<file path="config.mk">
export PLATFORM = sky130hd
export DESIGN_NAME = averager_controller_flat
export DESIGN_NICKNAME = d
export VERILOG_FILES = /design/src/rtl/averager_controller_pkg.sv /design/src/rtl/averager_controller_if.sv /design/src/rtl/averager_controller_watchdog.sv /design/src/rtl/averager_controller.sv /design/src/flat_wrapper.sv
export SDC_FILE = /design/constraint.sdc
export NUM_CORES = 1
export LEC_CHECK = 0
export BUFFER_PORTS_ARGS = -buffer_cell sky130_fd_sc_hd__buf_2
export CAP_MARGIN = 20
export CORE_MARGIN = 2
export CORE_UTILIZATION = 24
export CTS_CLUSTER_DIAMETER = 200
export CTS_CLUSTER_SIZE = 20
export DETAILED_ROUTE_END_ITERATION = 6
export PLACE_DENSITY = 0.49
export SLEW_MARGIN = 0
export SYNTH_ARGS = -nofsm -noshare
export SYNTH_HDL_FRONTEND = slang
export SYNTH_HIERARCHICAL = 1
export SYNTH_SLANG_ARGS = --single-unit
</file>
<file path="constraint.sdc">
create_clock -name clk -period 2.2 [get_ports clk]
set_input_delay 0.55 -clock clk [delete_from_list [all_inputs] [get_ports clk]]
set_output_delay 0.55 -clock clk [all_outputs]
set_load 0.02 [all_outputs]
</file>
<file path="src/rtl/averager_controller_pkg.sv">
// Shared types and default widths for the averager sequencer.
// Optional watchdog: AVERAGER_CONTROLLER_TIMEOUT_EN.
package averager_ctrl_pkg;

    localparam int FAST_W  = 13;
    localparam int SLOW_W  = 19;
    localparam int DWELL_W = 32;
    localparam int ACQ_W   = 16;

    typedef enum logic [2:0] {
        IDLE,
        ARM,
        ACCUM,
        RESTART,
        DRAIN,
        CAPTURE
    } state_t;

endpackage

</file>
<file path="src/rtl/averager_controller_if.sv">
// Link between the sequencer (master) and the averager (slave).
// Optional watchdog: AVERAGER_CONTROLLER_TIMEOUT_EN.
interface averager_controller_if
    import averager_ctrl_pkg::*;
#(
    parameter int FAST_COUNT_WIDTH = FAST_W,
    parameter int SLOW_COUNT_WIDTH = SLOW_W
);

    logic                        restart;
    logic [FAST_COUNT_WIDTH-1:0] count_max;
    logic                        avg_on;
    logic                        ready;
    logic [SLOW_COUNT_WIDTH-1:0] n_avg;

    modport master (
        output restart,
        output count_max,
        output avg_on,
        input  ready,
        input  n_avg
    );

    modport slave (
        input  restart,
        input  count_max,
        input  avg_on,
        output ready,
        output n_avg
    );

endinterface

</file>
<file path="src/rtl/averager_controller_watchdog.sv">
// Loadable down-counter flagging a stalled restart/drain handshake.
// Built only with AVERAGER_CONTROLLER_TIMEOUT_EN.
`ifdef AVERAGER_CONTROLLER_TIMEOUT_EN
module averager_watchdog #(
    parameter int WIDTH = 32
) (
    input  logic             clk,
    input  logic             aresetn,
    input  logic             clear,
    input  logic             enable,
    input  logic [WIDTH-1:0] load_val,
    output logic             expired
);

    logic [WIDTH-1:0] cnt;

    // A zero load never reaches one, so it disables the check.
    always_ff @(posedge clk or negedge aresetn) begin
        if (!aresetn) begin
            cnt <= '0;
        end else if (clear) begin
            cnt <= load_val;
        end else if (enable && cnt != '0) begin
            cnt <= cnt - WIDTH'(1);
        end
    end

    assign expired = enable && !clear && (cnt == WIDTH'(1));

endmodule
`endif

</file>
<file path="src/rtl/averager_controller.sv">
// Acquisition sequencer driving the averager restart/ready handshake.
// Optional watchdog: AVERAGER_CONTROLLER_TIMEOUT_EN.
module averager_controller
    import averager_ctrl_pkg::*;
#(
    parameter int FAST_COUNT_WIDTH = FAST_W,
    parameter int SLOW_COUNT_WIDTH = SLOW_W,
    parameter int DWELL_WIDTH      = DWELL_W
) (
    input  logic                        clk,
    input  logic                        aresetn,
    input  logic                        start,
    input  logic                        stop,
    input  logic [FAST_COUNT_WIDTH-1:0] cfg_period,
    input  logic [DWELL_WIDTH-1:0]      cfg_dwell,
    input  logic [ACQ_W-1:0]            cfg_n_acq,
    input  logic                        cfg_avg_on,
    input  logic [DWELL_WIDTH-1:0]      cfg_timeout,
    input  logic                        clken,
    averager_controller_if.master       av,
    output logic                        busy,
    output logic                        done,
    output logic [ACQ_W-1:0]            acq_count,
    output logic [SLOW_COUNT_WIDTH-1:0] last_n_avg,
    output logic                        timeout_err
);

    state_t state;
    state_t nxt;

    logic [DWELL_WIDTH-1:0]      dwell_cnt;
    logic [DWELL_WIDTH-1:0]      dwell_eff;
    logic                        dwell_hit;
    logic [ACQ_W-1:0]            n_acq_q;
    logic [ACQ_W-1:0]            acq_cnt;
    logic                        acq_hit;
    logic                        last_run;
    logic                        run_go;
    logic                        wd_exp;
    logic                        restart_q;
    logic                        restart_d;
    logic                        busy_q;
    logic                        busy_d;
    logic                        done_q;
    logic                        done_d;
    logic [FAST_COUNT_WIDTH-1:0] count_max_q;
    logic                        avg_on_q;
    logic [SLOW_COUNT_WIDTH-1:0] last_q;

    assign dwell_eff = (cfg_dwell == '0) ? DWELL_WIDTH'(1) : cfg_dwell;
    assign dwell_hit = clken && (dwell_cnt == dwell_eff - DWELL_WIDTH'(1));
    assign acq_hit   = (n_acq_q != '0) && (acq_cnt == n_acq_q);
    assign run_go    = (state == IDLE) && start && !stop;

`ifdef AVERAGER_CONTROLLER_TIMEOUT_EN
    logic wd_en;
    logic terr_q;

    assign wd_en = (state == RESTART) || (state == DRAIN);

    averager_watchdog #(
        .WIDTH (DWELL_WIDTH)
    ) u_watchdog (
        .clk      (clk),
        .aresetn  (aresetn),
        .clear    (!wd_en),
        .enable   (wd_en),
        .load_val (cfg_timeout),
        .expired  (wd_exp)
    );

    always_ff @(posedge clk or negedge aresetn) begin
        if (!aresetn) begin
            terr_q <= 1'b0;
        end else if (run_go) begin
            terr_q <= 1'b0;
        end else if (wd_exp) begin
            terr_q <= 1'b1;
        end
    end

    assign timeout_err = terr_q;
`else
    logic unused_timeout;

    assign unused_timeout = ^cfg_timeout;
    assign wd_exp         = 1'b0;
    assign timeout_err    = 1'b0;
`endif

    always_ff @(posedge clk or negedge aresetn) begin
        if (!aresetn) begin
            state <= IDLE;
        end else begin
            state <= nxt;
        end
    end

    always_comb begin
        nxt = state;
        unique case (state)
            IDLE:    if (run_go) nxt = ARM;
            ARM:     if (av.ready) nxt = ACCUM;
            ACCUM:   if (stop || dwell_hit) nxt = RESTART;
            RESTART: begin
                if (wd_exp) nxt = IDLE;
                else if (!av.ready) nxt = DRAIN;
            end
            DRAIN: begin
                if (wd_exp) nxt = IDLE;
                else if (av.ready) nxt = CAPTURE;
            end
            CAPTURE: begin
                if (last_run || stop || acq_hit) nxt = IDLE;
                else nxt = ACCUM;
            end
            default: nxt = IDLE;
        endcase
    end

    // busy lags the IDLE exit by one cycle but drops with the IDLE entry.
    always_comb begin
        restart_d = (nxt == RESTART);
        done_d    = (nxt == CAPTURE);
        busy_d    = (state != IDLE) && (nxt != IDLE);
    end

    always_ff @(posedge clk or negedge aresetn) begin
        if (!aresetn) begin
            restart_q   <= 1'b0;
            busy_q      <= 1'b0;
            done_q      <= 1'b0;
            count_max_q <= '1;
            avg_on_q    <= 1'b0;
            n_acq_q     <= '0;
            acq_cnt     <= '0;
            last_q      <= '0;
            last_run    <= 1'b0;
            dwell_cnt   <= '0;
        end else begin
            restart_q <= restart_d;
            busy_q    <= busy_d;
            done_q    <= done_d;
            if (run_go) begin
                count_max_q <= cfg_period;
                avg_on_q    <= cfg_avg_on;
                n_acq_q     <= cfg_n_acq;
                acq_cnt     <= '0;
                last_run    <= 1'b0;
            end
            if (stop && state != IDLE && state != ARM) begin
                last_run <= 1'b1;
            end
            if (state == ARM || state == CAPTURE) begin
                dwell_cnt <= '0;
            end else if (state == ACCUM && clken) begin
                dwell_cnt <= dwell_cnt + DWELL_WIDTH'(1);
            end
            if (state == DRAIN && nxt == CAPTURE) begin
                last_q  <= av.n_avg;
                acq_cnt <= acq_cnt + ACQ_W'(1);
            end
        end
    end

    assign av.restart   = restart_q;
    assign av.count_max = count_max_q;
    assign av.avg_on    = avg_on_q;
    assign busy         = busy_q;
    assign done         = done_q;
    assign acq_count    = acq_cnt;
    assign last_n_avg   = last_q;

endmodule

</file>
<file path="src/flat_wrapper.sv">
// flat-port wrapper written by rule: the top's interface ports become plain ports
module averager_controller_flat import averager_ctrl_pkg::*;
#(
    parameter int FAST_COUNT_WIDTH = FAST_W,
    parameter int SLOW_COUNT_WIDTH = SLOW_W,
    parameter int DWELL_WIDTH      = DWELL_W
)
  (clk, aresetn, start, stop, cfg_period, cfg_dwell, cfg_n_acq, cfg_avg_on, cfg_timeout, clken, busy, done, acq_count, last_n_avg, timeout_err, av_restart, av_count_max, av_avg_on, av_ready, av_n_avg);
  averager_controller_if #(.FAST_COUNT_WIDTH(FAST_COUNT_WIDTH), .SLOW_COUNT_WIDTH(SLOW_COUNT_WIDTH)) av_i ();
  input  logic clk;
  input  logic aresetn;
  input  logic start;
  input  logic stop;
  input  logic [FAST_COUNT_WIDTH-1:0] cfg_period;
  input  logic [DWELL_WIDTH-1:0] cfg_dwell;
  input  logic [ACQ_W-1:0] cfg_n_acq;
  input  logic cfg_avg_on;
  input  logic [DWELL_WIDTH-1:0] cfg_timeout;
  input  logic clken;
  output logic busy;
  output logic done;
  output logic [ACQ_W-1:0] acq_count;
  output logic [SLOW_COUNT_WIDTH-1:0] last_n_avg;
  output logic timeout_err;
  output wire logic [$bits(av_i.restart)-1:0] av_restart;
  output wire logic [$bits(av_i.count_max)-1:0] av_count_max;
  output wire logic [$bits(av_i.avg_on)-1:0] av_avg_on;
  input wire logic [$bits(av_i.ready)-1:0] av_ready;
  input wire logic [$bits(av_i.n_avg)-1:0] av_n_avg;
  assign av_restart = av_i.restart;
  assign av_count_max = av_i.count_max;
  assign av_avg_on = av_i.avg_on;
  assign av_i.ready = av_ready;
  assign av_i.n_avg = av_n_avg;
  averager_controller #(.FAST_COUNT_WIDTH(FAST_COUNT_WIDTH), .SLOW_COUNT_WIDTH(SLOW_COUNT_WIDTH), .DWELL_WIDTH(DWELL_WIDTH)) u_core (.clk(clk), .aresetn(aresetn), .start(start), .stop(stop), .cfg_period(cfg_period), .cfg_dwell(cfg_dwell), .cfg_n_acq(cfg_n_acq), .cfg_avg_on(cfg_avg_on), .cfg_timeout(cfg_timeout), .clken(clken), .av(av_i), .busy(busy), .done(done), .acq_count(acq_count), .last_n_avg(last_n_avg), .timeout_err(timeout_err));
endmodule
</file>
==> impl_metrics.xml, run 1 <==
<?xml version="1.0" encoding="UTF-8"?>
<metrics>
  <group name="synthesis">
    <metric name="most_repeated_cell_in_the_gate_level_netlist_after_synthesis" unit="">sky130_fd_sc_hd__nand2_1</metric>
    <metric name="netlist_top_cells_area" unit="">sky130_fd_sc_hd__dfrtp_1 (38%), sky130_fd_sc_hd__nand2_1 (6.4%), sky130_fd_sc_hd__xor2_1 (6.2%)</metric>
    <metric name="synth_async_sr_flop_share" unit="">1.00</metric>
    <metric name="synth.largest_area_cell" unit="">sky130_fd_sc_hd__dfrtp_1</metric>
    <metric name="synth_largest_type_area_fraction" unit="">0.375</metric>
    <metric name="synth-seq-area-share" unit="">0.432</metric>
    <metric name="ys_seq_elements" unit="">104</metric>
    <metric name="synthesis.nets" unit="">784</metric>
    <metric name="syn_area_per_cell" unit="µm²">9.16</metric>
    <metric name="synthTopCellsByCount" unit="">sky130_fd_sc_hd__nand2_1 (103), sky130_fd_sc_hd__dfrtp_1 (91), sky130_fd_sc_hd__nor2_1 (65)</metric>
    <metric name="edff_count_synth" unit="">0</metric>
    <metric name="mappedNetlistArea" unit="mm²">0.00607</metric>
    <metric name="yosys.cell_types.count" unit="">66</metric>
    <metric name="syn-instance-count" unit="">662</metric>
    <metric name="yosysWarningCount" unit="">6</metric>
    <metric name="dominantRegCellSynth" unit="">sky130_fd_sc_hd__dfrtp_1</metric>
  </group>
  <group name="worst_hold_path">
    <metric name="hp-class" unit="">input port to async pin</metric>
  </group>
  <group name="sta">
    <metric name="postLayoutSetupSlackWorst" unit="ps">-715</metric>
    <metric name="maxClockFrequency" unit="MHz">343</metric>
    <metric name="timing.final.hold_violations" unit="">0</metric>
    <metric name="worst-slew-pin-transition" unit="ps">599</metric>
    <metric name="slew-limit-headroom" unit="">0.600</metric>
    <metric name="finalWorstPathRequiredPeriod" unit="ps">2920</metric>
    <metric name="setup-violations-final" unit="">2</metric>
    <metric name="post-route-period-util" unit="">1.33</metric>
    <metric name="finClkSkew" unit="ps">7.08</metric>
    <metric name="maxSlewViolCount" unit="">0</metric>
    <metric name="rsz_0062_raised_after_global_routing" unit="">yes</metric>
  </group>
  <group name="worst_setup_path">
    <metric name="worst_setup_path_end_kind" unit="">register</metric>
    <metric name="cpMaxStageDelayCell" unit="">sky130_fd_sc_hd__or4_4</metric>
    <metric name="timing.critical_path.fanout_max" unit="">2</metric>
    <metric name="timing.critical_path.max_delay_family" unit="">simple AND/OR/NAND/NOR gates</metric>
    <metric name="crit_path_max_incr_delay" unit="ps">550</metric>
    <metric name="timing.critical_path.from_type" unit="">input port</metric>
    <metric name="timing.critical_path.buf_inv" unit="">2</metric>
    <metric name="critical_path_class" unit="">input port to register</metric>
    <metric name="path_cells" unit="">buf_6 -&gt; or4_4 -&gt; nor3_4 -&gt; and4_4 -&gt; nor2_4 -&gt; ha_4 -&gt; buf_4 -&gt; nor3b_1 -&gt; xnor2_1 -&gt; nor4b_2 -&gt; nand4_1 -&gt; nor4_2 -&gt; a41oi_2 -&gt; nand2_1</metric>
    <metric name="worstPathRequired" unit="ps">2480</metric>
    <metric name="worst_ep_arrival_time" unit="ps">3190</metric>
  </group>
  <group name="placement">
    <metric name="placement.cell_area" unit="mm²">0.00787</metric>
    <metric name="place_congestion" unit="">0.820</metric>
    <metric name="port_buffers" unit="">138</metric>
    <metric name="dp_slack" unit="ps">-1260</metric>
    <metric name="dpl_hpwl" unit="mm">13.5</metric>
  </group>
  <group name="die">
    <metric name="row_count" unit="">58</metric>
    <metric name="die_width" unit="µm">163</metric>
    <metric name="die_area" unit="mm²">0.0266</metric>
    <metric name="num_io_pins" unit="">172</metric>
    <metric name="starting_density_of_the_core" unit="">0.243</metric>
    <metric name="core_area" unit="mm²">0.0250</metric>
    <metric name="dieHeight" unit="µm">163</metric>
  </group>
  <group name="job">
    <metric name="cap_viol_max_count" unit="">0</metric>
  </group>
  <group name="finish">
    <metric name="final_util" unit="">0.331</metric>
    <metric name="postLayoutCellArea" unit="mm²">0.00827</metric>
    <metric name="area.growth.synth_to_final" unit="%">36.3</metric>
    <metric name="proportion_of_layout_cells_with_a_drive_suffix_above_1" unit="">0.368</metric>
    <metric name="fillers" unit="">2688</metric>
    <metric name="final-seq-area" unit="mm²">0.00262</metric>
    <metric name="final_net_count" unit="">1010</metric>
    <metric name="multi_input_comb_area" unit="mm²">0.00338</metric>
  </group>
  <group name="power_and_ir_drop">
    <metric name="leakage_component_of_the_power" unit="nW">3.80</metric>
    <metric name="powerDensity" unit="mW/mm²">821</metric>
    <metric name="power.ir.vdd_worst" unit="mV">0.537</metric>
  </group>
  <group name="outcome">
    <metric name="violations" unit="">negative setup slack</metric>
    <metric name="run_status" unit="">complete, but fails checks</metric>
  </group>
  <group name="detailed_routing">
    <metric name="drt_drc_violations_left" unit="">0</metric>
    <metric name="drt-total-wl" unit="mm">17.8</metric>
    <metric name="wire_per_inst" unit="µm">14.5</metric>
    <metric name="final_antenna_net_count" unit="">0</metric>
    <metric name="first_iter_violations" unit="">212</metric>
    <metric name="route.vias.total" unit="">5596</metric>
    <metric name="drt-vias-per-instance" unit="">4.56</metric>
    <metric name="drt_pre_antenna_iters" unit="">4</metric>
  </group>
  <group name="grt">
    <metric name="grt_pass1_vias" unit="">5505</metric>
    <metric name="grt_usage" unit="">0.136</metric>
    <metric name="grt_pass1_wl" unit="mm">29.0</metric>
    <metric name="grt_overflow_total" unit="">0</metric>
    <metric name="grt_antenna_before_repair" unit="">5</metric>
    <metric name="grt_max_degree" unit="">46</metric>
  </group>
  <group name="clocking">
    <metric name="cts_buffers" unit="">9</metric>
    <metric name="clk_transition_reported_paths" unit="ps">70</metric>
    <metric name="cts_max_path_buffers" unit="">2</metric>
    <metric name="ctsRootBufferMaster" unit="">sky130_fd_sc_hd__clkbuf_16</metric>
    <metric name="clock_tree.htree_level_count" unit="">3</metric>
    <metric name="numClockSinks" unit="">104</metric>
    <metric name="post_cts_hold_buffer_count" unit="">0</metric>
    <metric name="clk_latency" unit="ps">340</metric>
    <metric name="clock_tree_from_tritoncts" unit="">yes</metric>
  </group>
</metrics>
[placed cells by master, fill, tap and decap left out, types with 4 or more instances in the layout]
cell type / netlist / routed
sky130_fd_sc_hd__dfrtp_1: 91 / 91
sky130_fd_sc_hd__a31oi_1: 4 / 4
sky130_fd_sc_hd__nand2_1: 103 / 103
sky130_fd_sc_hd__or3_1: 8 / 8
sky130_fd_sc_hd__o21ai_0: 38 / 38
sky130_fd_sc_hd__a21oi_1: 10 / 10
sky130_fd_sc_hd__dfstp_2: 13 / 13
sky130_fd_sc_hd__buf_4: 4 / 102
sky130_fd_sc_hd__and4_1: 6 / 4
sky130_fd_sc_hd__nand2b_1: 8 / 8
sky130_fd_sc_hd__o211ai_1: 4 / 4
sky130_fd_sc_hd__nor4_1: 17 / 16
sky130_fd_sc_hd__mux2_2: 31 / 31
sky130_fd_sc_hd__xor2_1: 43 / 43
sky130_fd_sc_hd__inv_1: 15 / 15
sky130_fd_sc_hd__nand3_1: 26 / 26
sky130_fd_sc_hd__clkbuf_16: 0 / 9
sky130_fd_sc_hd__diode_2: 0 / 4
sky130_fd_sc_hd__nor2_1: 65 / 61
sky130_fd_sc_hd__and3_1: 14 / 11
sky130_fd_sc_hd__xnor2_1: 36 / 36
sky130_fd_sc_hd__buf_2: 0 / 132
sky130_fd_sc_hd__nor4_2: 3 / 4
sky130_fd_sc_hd__nor3_1: 19 / 19
sky130_fd_sc_hd__nand4_1: 14 / 14
sky130_fd_sc_hd__nor3b_1: 4 / 4
[logic make-up (layout without fill, tap and decap cells)]
| logic type | after synthesis | count (layout) | share of synthesized area |
|---|---|---|---|
| muxes | 33 | 33 | 0.0610 |
| buffers and inverters | 39 | 270 | 0.0266 |
| DFF | 104 | 104 | 0.432 |
| xor gates and xnor gates | 79 | 79 | 0.114 |
| adders and majority gates | 3 | 3 | 0.00619 |
| other | 1 | 5 | 0.000618 |
| AOI/OAI and AO/OA | 85 | 85 | 0.0887 |
| and+or+nand+nor | 318 | 318 | 0.271 |
[metal layers]
| metal | vias up | global-route usage | routed length (µm) |
|---|---|---|---|
| met1 | 2645 | 0.191 | 8490 |
| li1 | 2783 | - | - |
| met5 | - | 0 | 13 |
| met4 | 2 | 0.0229 | 139 |
| met2 | 153 | 0.211 | 7790 |
| met3 | 13 | 0.0400 | 1380 |
[through the flow]
stage	TNS [ps]	hold WS, ps	power (mW)	std cells
detailed placement	-2670	456	5.27	1204
finish	-1420	169	6.79	1227
CTS	-1380	173	6.91	1221
global route	-1720	187	7.26	1224
global placement	-2710	455	5.25	1204
floorplan	-2780	254	4.34	662
[final cells by class]
type                       instances  area share
multi-input combinational        519       0.408
sequential                       104       0.317
timing repair buffer             239       0.182
tap                              330      0.0499
clock buffer                      14      0.0331
inverter                          15     0.00681
clock inverter                     2     0.00166
antenna                            4     0.00121
[flip-flops by register name, indices dropped and copies added (netlist names)]
signal / cells
u_core/last_n_avg: 19
u_core/dwell_cnt: 32
u_core/done: 1
u_core/last_run: 1
u_core/n_acq_q: 16
u_core/acq_count: 16
u_core/av.restart: 1
u_core/av.avg_on: 1
u_core/av.count_max: 13
u_core/state: 3
u_core/busy: 1
[worst paths after layout]
kind | startpoint | end | slack [ps] | depth (start not counted)
max | cfg_dwell[1] | u_core/av.restart$_DFF_PN0_ | -720 | 14
min in group clk | av_n_avg[5] | u_core/last_n_avg[5]$_DFFE_PN0P_ | 390 | 3
min reg2reg | u_core/last_n_avg[15]$_DFFE_PN0P_ | u_core/last_n_avg[15]$_DFFE_PN0P_ | 470 | 2
max reg2reg | u_core/state[2]$_DFF_PN0_ | u_core/av.restart$_DFF_PN0_ | 130 | 8
max in group asynchronous | aresetn | u_core/dwell_cnt[31]$_DFFE_PN0P_ | 1420 | 2
min | aresetn | u_core/acq_count[15]$_DFFE_PN0P_ | 170 | 1
[repair_timing]
action | 4_1_cts | 5_1_grt
buffers inserted | 1 | 2
gates resized for setup | 14 | 5
endpoints found under the setup margin | 2 | 18
pin swaps | 11 | 2
[power by group]
group | switching (mW) | internal, mW
combinational | 1.31 | 0.999
clock | 0.707 | 0.864
sequential | 0.381 | 2.52
(Power assumes the default switching activity.)
==> run 2: changes to the inputs <==
==> constraint.sdc (replaced) <==
create_clock -name clk -period 2.2 [get_ports clk]
set_input_delay 0.11 -clock clk [delete_from_list [all_inputs] [get_ports clk]]
set_output_delay 0.11 -clock clk [all_outputs]
set_load 0.02 [all_outputs]
==> run 2 against run 1 <==
Compared with the run above: the flow still finishes with violations (negative setup slack); fmax up 15%; via count up 3.9%; largest power group unchanged; largest cell class unchanged; count of clock-buffer cells in the layout down 2; die area unchanged; register-to-register slack about the same; sequential power about the same; sequential share of layout area down 2.1 points; worst hold slack worse by 140 ps; routed wire length up 5.2%; setup slack better by 380 ps.
==> impl_metrics.xml, run 2 (synthesis gave the netlist of run 1 again) <==
<?xml version="1.0" encoding="UTF-8"?>
<metrics>
  <group name="power_and_ir_drop">
    <metric name="power.switching_fraction" unit="">0.345</metric>
    <metric name="leakage_component_of_the_power" unit="nW">4.06</metric>
    <metric name="powerDensity" unit="mW/mm²">810</metric>
    <metric name="finalPower" unit="mW">7.17</metric>
    <metric name="power.share.combinational" unit="">0.340</metric>
    <metric name="internal_power" unit="mW">4.69</metric>
    <metric name="pwr-share-seq" unit="">0.406</metric>
    <metric name="net-switching-power" unit="mW">2.47</metric>
    <metric name="clock_network_fraction_of_total_power" unit="">0.254</metric>
    <metric name="power.ir.vdd_worst" unit="mV">0.570</metric>
  </group>
  <group name="worst_setup_path">
    <metric name="timing.critical_path.fanout_max" unit="">2</metric>
    <metric name="critical_path_class" unit="">input port to register</metric>
    <metric name="worstPathRequired" unit="ps">2490</metric>
    <metric name="worst_ep_arrival_time" unit="ps">2820</metric>
    <metric name="timing.critical_path.from_type" unit="">input port</metric>
    <metric name="worst_setup_path_end_kind" unit="">register</metric>
  </group>
  <group name="finish">
    <metric name="final_net_count" unit="">1063</metric>
    <metric name="register_ranked_first_by_flip_flop_count" unit="">u_core/dwell_cnt</metric>
    <metric name="largest_register_ff_count" unit="">32</metric>
    <metric name="commonest_cells_after_routing_fill_and_taps_aside" unit="">sky130_fd_sc_hd__buf_2 (133), sky130_fd_sc_hd__buf_4 (106), sky130_fd_sc_hd__nand2_1 (103), sky130_fd_sc_hd__dfrtp_1 (91), sky130_fd_sc_hd__nor2_1 (61)</metric>
    <metric name="proportion_of_layout_cells_with_a_drive_suffix_above_1" unit="">0.358</metric>
    <metric name="commonest_non_fill_non_tap_cell_in_the_layout" unit="">sky130_fd_sc_hd__buf_2</metric>
    <metric name="area.growth.synth_to_final" unit="%">45.9</metric>
  </group>
  <group name="sta">
    <metric name="setup-violations-final" unit="">2</metric>
    <metric name="timing.final.hold_violations" unit="">0</metric>
    <metric name="hold_slack" unit="ps">28.1</metric>
    <metric name="worst-slew-pin-transition" unit="ps">647</metric>
    <metric name="slew-limit-headroom" unit="">0.568</metric>
    <metric name="post-route-period-util" unit="">1.15</metric>
    <metric name="maxSlewViolCount" unit="">0</metric>
    <metric name="maxClockFrequency" unit="MHz">394</metric>
    <metric name="finalWorstPathRequiredPeriod" unit="ps">2540</metric>
    <metric name="finClkSkew" unit="ps">6.85</metric>
    <metric name="postLayoutSetupSlackWorst" unit="ps">-337</metric>
    <metric name="rsz_0062_raised_after_global_routing" unit="">yes</metric>
  </group>
  <group name="job">
    <metric name="cap_viol_max_count" unit="">0</metric>
  </group>
  <group name="detailed_routing">
    <metric name="drt_drc_violations_left" unit="">0</metric>
    <metric name="route.vias.total" unit="">5817</metric>
    <metric name="routed-wl-met3" unit="mm">1.18</metric>
    <metric name="drt_pre_antenna_iters" unit="">4</metric>
    <metric name="met2RoutedLength" unit="mm">8.78</metric>
    <metric name="wire_per_inst" unit="µm">14.7</metric>
    <metric name="drt-vias-per-instance" unit="">4.55</metric>
    <metric name="final_antenna_net_count" unit="">0</metric>
    <metric name="first_iter_violations" unit="">306</metric>
    <metric name="detail_route.wirelength.met1" unit="mm">8.67</metric>
    <metric name="drt-total-wl" unit="mm">18.7</metric>
    <metric name="dr.max_layer_used" unit="">met5</metric>
  </group>
  <group name="clocking">
    <metric name="clk_transition_reported_paths" unit="ps">70</metric>
    <metric name="cts_buffers" unit="">9</metric>
    <metric name="ctsRootBufferMaster" unit="">sky130_fd_sc_hd__clkbuf_16</metric>
    <metric name="clock_tree_from_tritoncts" unit="">yes</metric>
    <metric name="clock_tree.htree_level_count" unit="">3</metric>
    <metric name="clk_latency" unit="ps">350</metric>
    <metric name="cts_max_path_buffers" unit="">2</metric>
    <metric name="numClockSinks" unit="">104</metric>
  </group>
  <group name="placement">
    <metric name="dpl_hpwl" unit="mm">13.6</metric>
    <metric name="dp_slack" unit="ps">-874</metric>
    <metric name="port_buffers" unit="">138</metric>
    <metric name="place_congestion" unit="">0.797</metric>
  </group>
  <group name="grt">
    <metric name="grt_overflow_total" unit="">0</metric>
    <metric name="grt_max_degree" unit="">46</metric>
    <metric name="grt_antenna_before_repair" unit="">3</metric>
    <metric name="grt_pass1_wl" unit="mm">30.0</metric>
    <metric name="grt_pass1_vias" unit="">5713</metric>
    <metric name="grt_usage" unit="">0.141</metric>
  </group>
  <group name="die">
    <metric name="die_width" unit="µm">163</metric>
    <metric name="num_io_pins" unit="">172</metric>
    <metric name="core_area" unit="mm²">0.0250</metric>
    <metric name="row_count" unit="">58</metric>
    <metric name="die_area" unit="mm²">0.0266</metric>
    <metric name="dieHeight" unit="µm">163</metric>
    <metric name="starting_density_of_the_core" unit="">0.243</metric>
  </group>
  <group name="outcome">
    <metric name="violations" unit="">negative setup slack</metric>
    <metric name="run_status" unit="">complete, but fails checks</metric>
  </group>
  <group name="worst_hold_path">
    <metric name="hp-class" unit="">input port to register</metric>
  </group>
</metrics>
[run 2: area by class of cell]
class / count / area (µm²)
fillers: 2613 / 16100
multi-input cells: 519 / 3410
well taps: 330 / 413
repair buffers: 292 / 2010
diodes: 2 / 5.00
inverters: 15 / 56.3
clock buffers: 12 / 267
clock inverters: 4 / 75.1
flip-flops and latches: 104 / 2620
[run 2: metal layers]
metal / global-route usage / up-vias
li1: - / 2886
met1: 0.187 / 2781
met2: 0.234 / 141
met3: 0.0346 / 7
met4: 0.0294 / 2
met5: 0 / -
[run 2: final timing paths]
kind                       cells after the start  slack [ps]                         startpoint                            endpoint
setup / recovery                              14        -340                       cfg_dwell[4]         u_core/av.restart$_DFF_PN0_
hold / removal                                 2          30                       cfg_n_acq[1]       u_core/n_acq_q[1]$_DFFE_PN0P_
setup reg to reg                               9         120    u_core/acq_count[0]$_DFFE_PN0P_    u_core/acq_count[14]$_DFFE_PN0P_
hold reg to reg                                2         470  u_core/last_n_avg[16]$_DFFE_PN0P_   u_core/last_n_avg[16]$_DFFE_PN0P_
max in group asynchronous                      3        1140                            aresetn  u_core/av.count_max[7]$_DFFE_PN1P_
min in group asynchronous                      2         300                            aresetn    u_core/acq_count[15]$_DFFE_PN0P_
[run 2: through the flow]
step,area [µm²],utilization,std cells,setup TNS (ps)
after CTS,8770,0.351,1274,-527
after detailed placement,7860,0.315,1205,-1730
after floorplan,6100,-,662,-1900
after global routing,8850,0.354,1277,-886
final,8850,0.355,1278,-667
after global placement,7860,0.315,1205,-1660
[run 2: critical path: stages]
cell,delay (ps)
sky130_fd_sc_hd__buf_6,90
sky130_fd_sc_hd__or4_4,550
sky130_fd_sc_hd__nor3_4,190
sky130_fd_sc_hd__and4_4,260
sky130_fd_sc_hd__nor2_4,40
sky130_fd_sc_hd__ha_4,150
sky130_fd_sc_hd__buf_6,110
sky130_fd_sc_hd__nor3b_4,150
sky130_fd_sc_hd__xnor2_2,130
sky130_fd_sc_hd__nor4b_2,370
sky130_fd_sc_hd__nand4_1,170
sky130_fd_sc_hd__nor4_2,220
sky130_fd_sc_hd__a41oi_2,190
sky130_fd_sc_hd__nand2_1,100
[run 2: timing repair]
item | CTS | global route
endpoints found under the setup margin | 13 | 35
setup buffers | 5 | 2
cloned | 0 | 0
hold endpoints to repair | 86 | 0
pin swaps | 15 | 2
resized for setup | 14 | 10
hold buffers | 48 | 0
[run 2: power by group through the flow]
stage,combinational (mW),sequential (mW),clock (mW)
global route,2.66,3.00,1.97
finish,2.43,2.91,1.82
global placement,2.32,2.94,0
detailed placement,2.36,2.93,0
CTS,2.44,2.92,1.90
floorplan,1.05,3.29,0
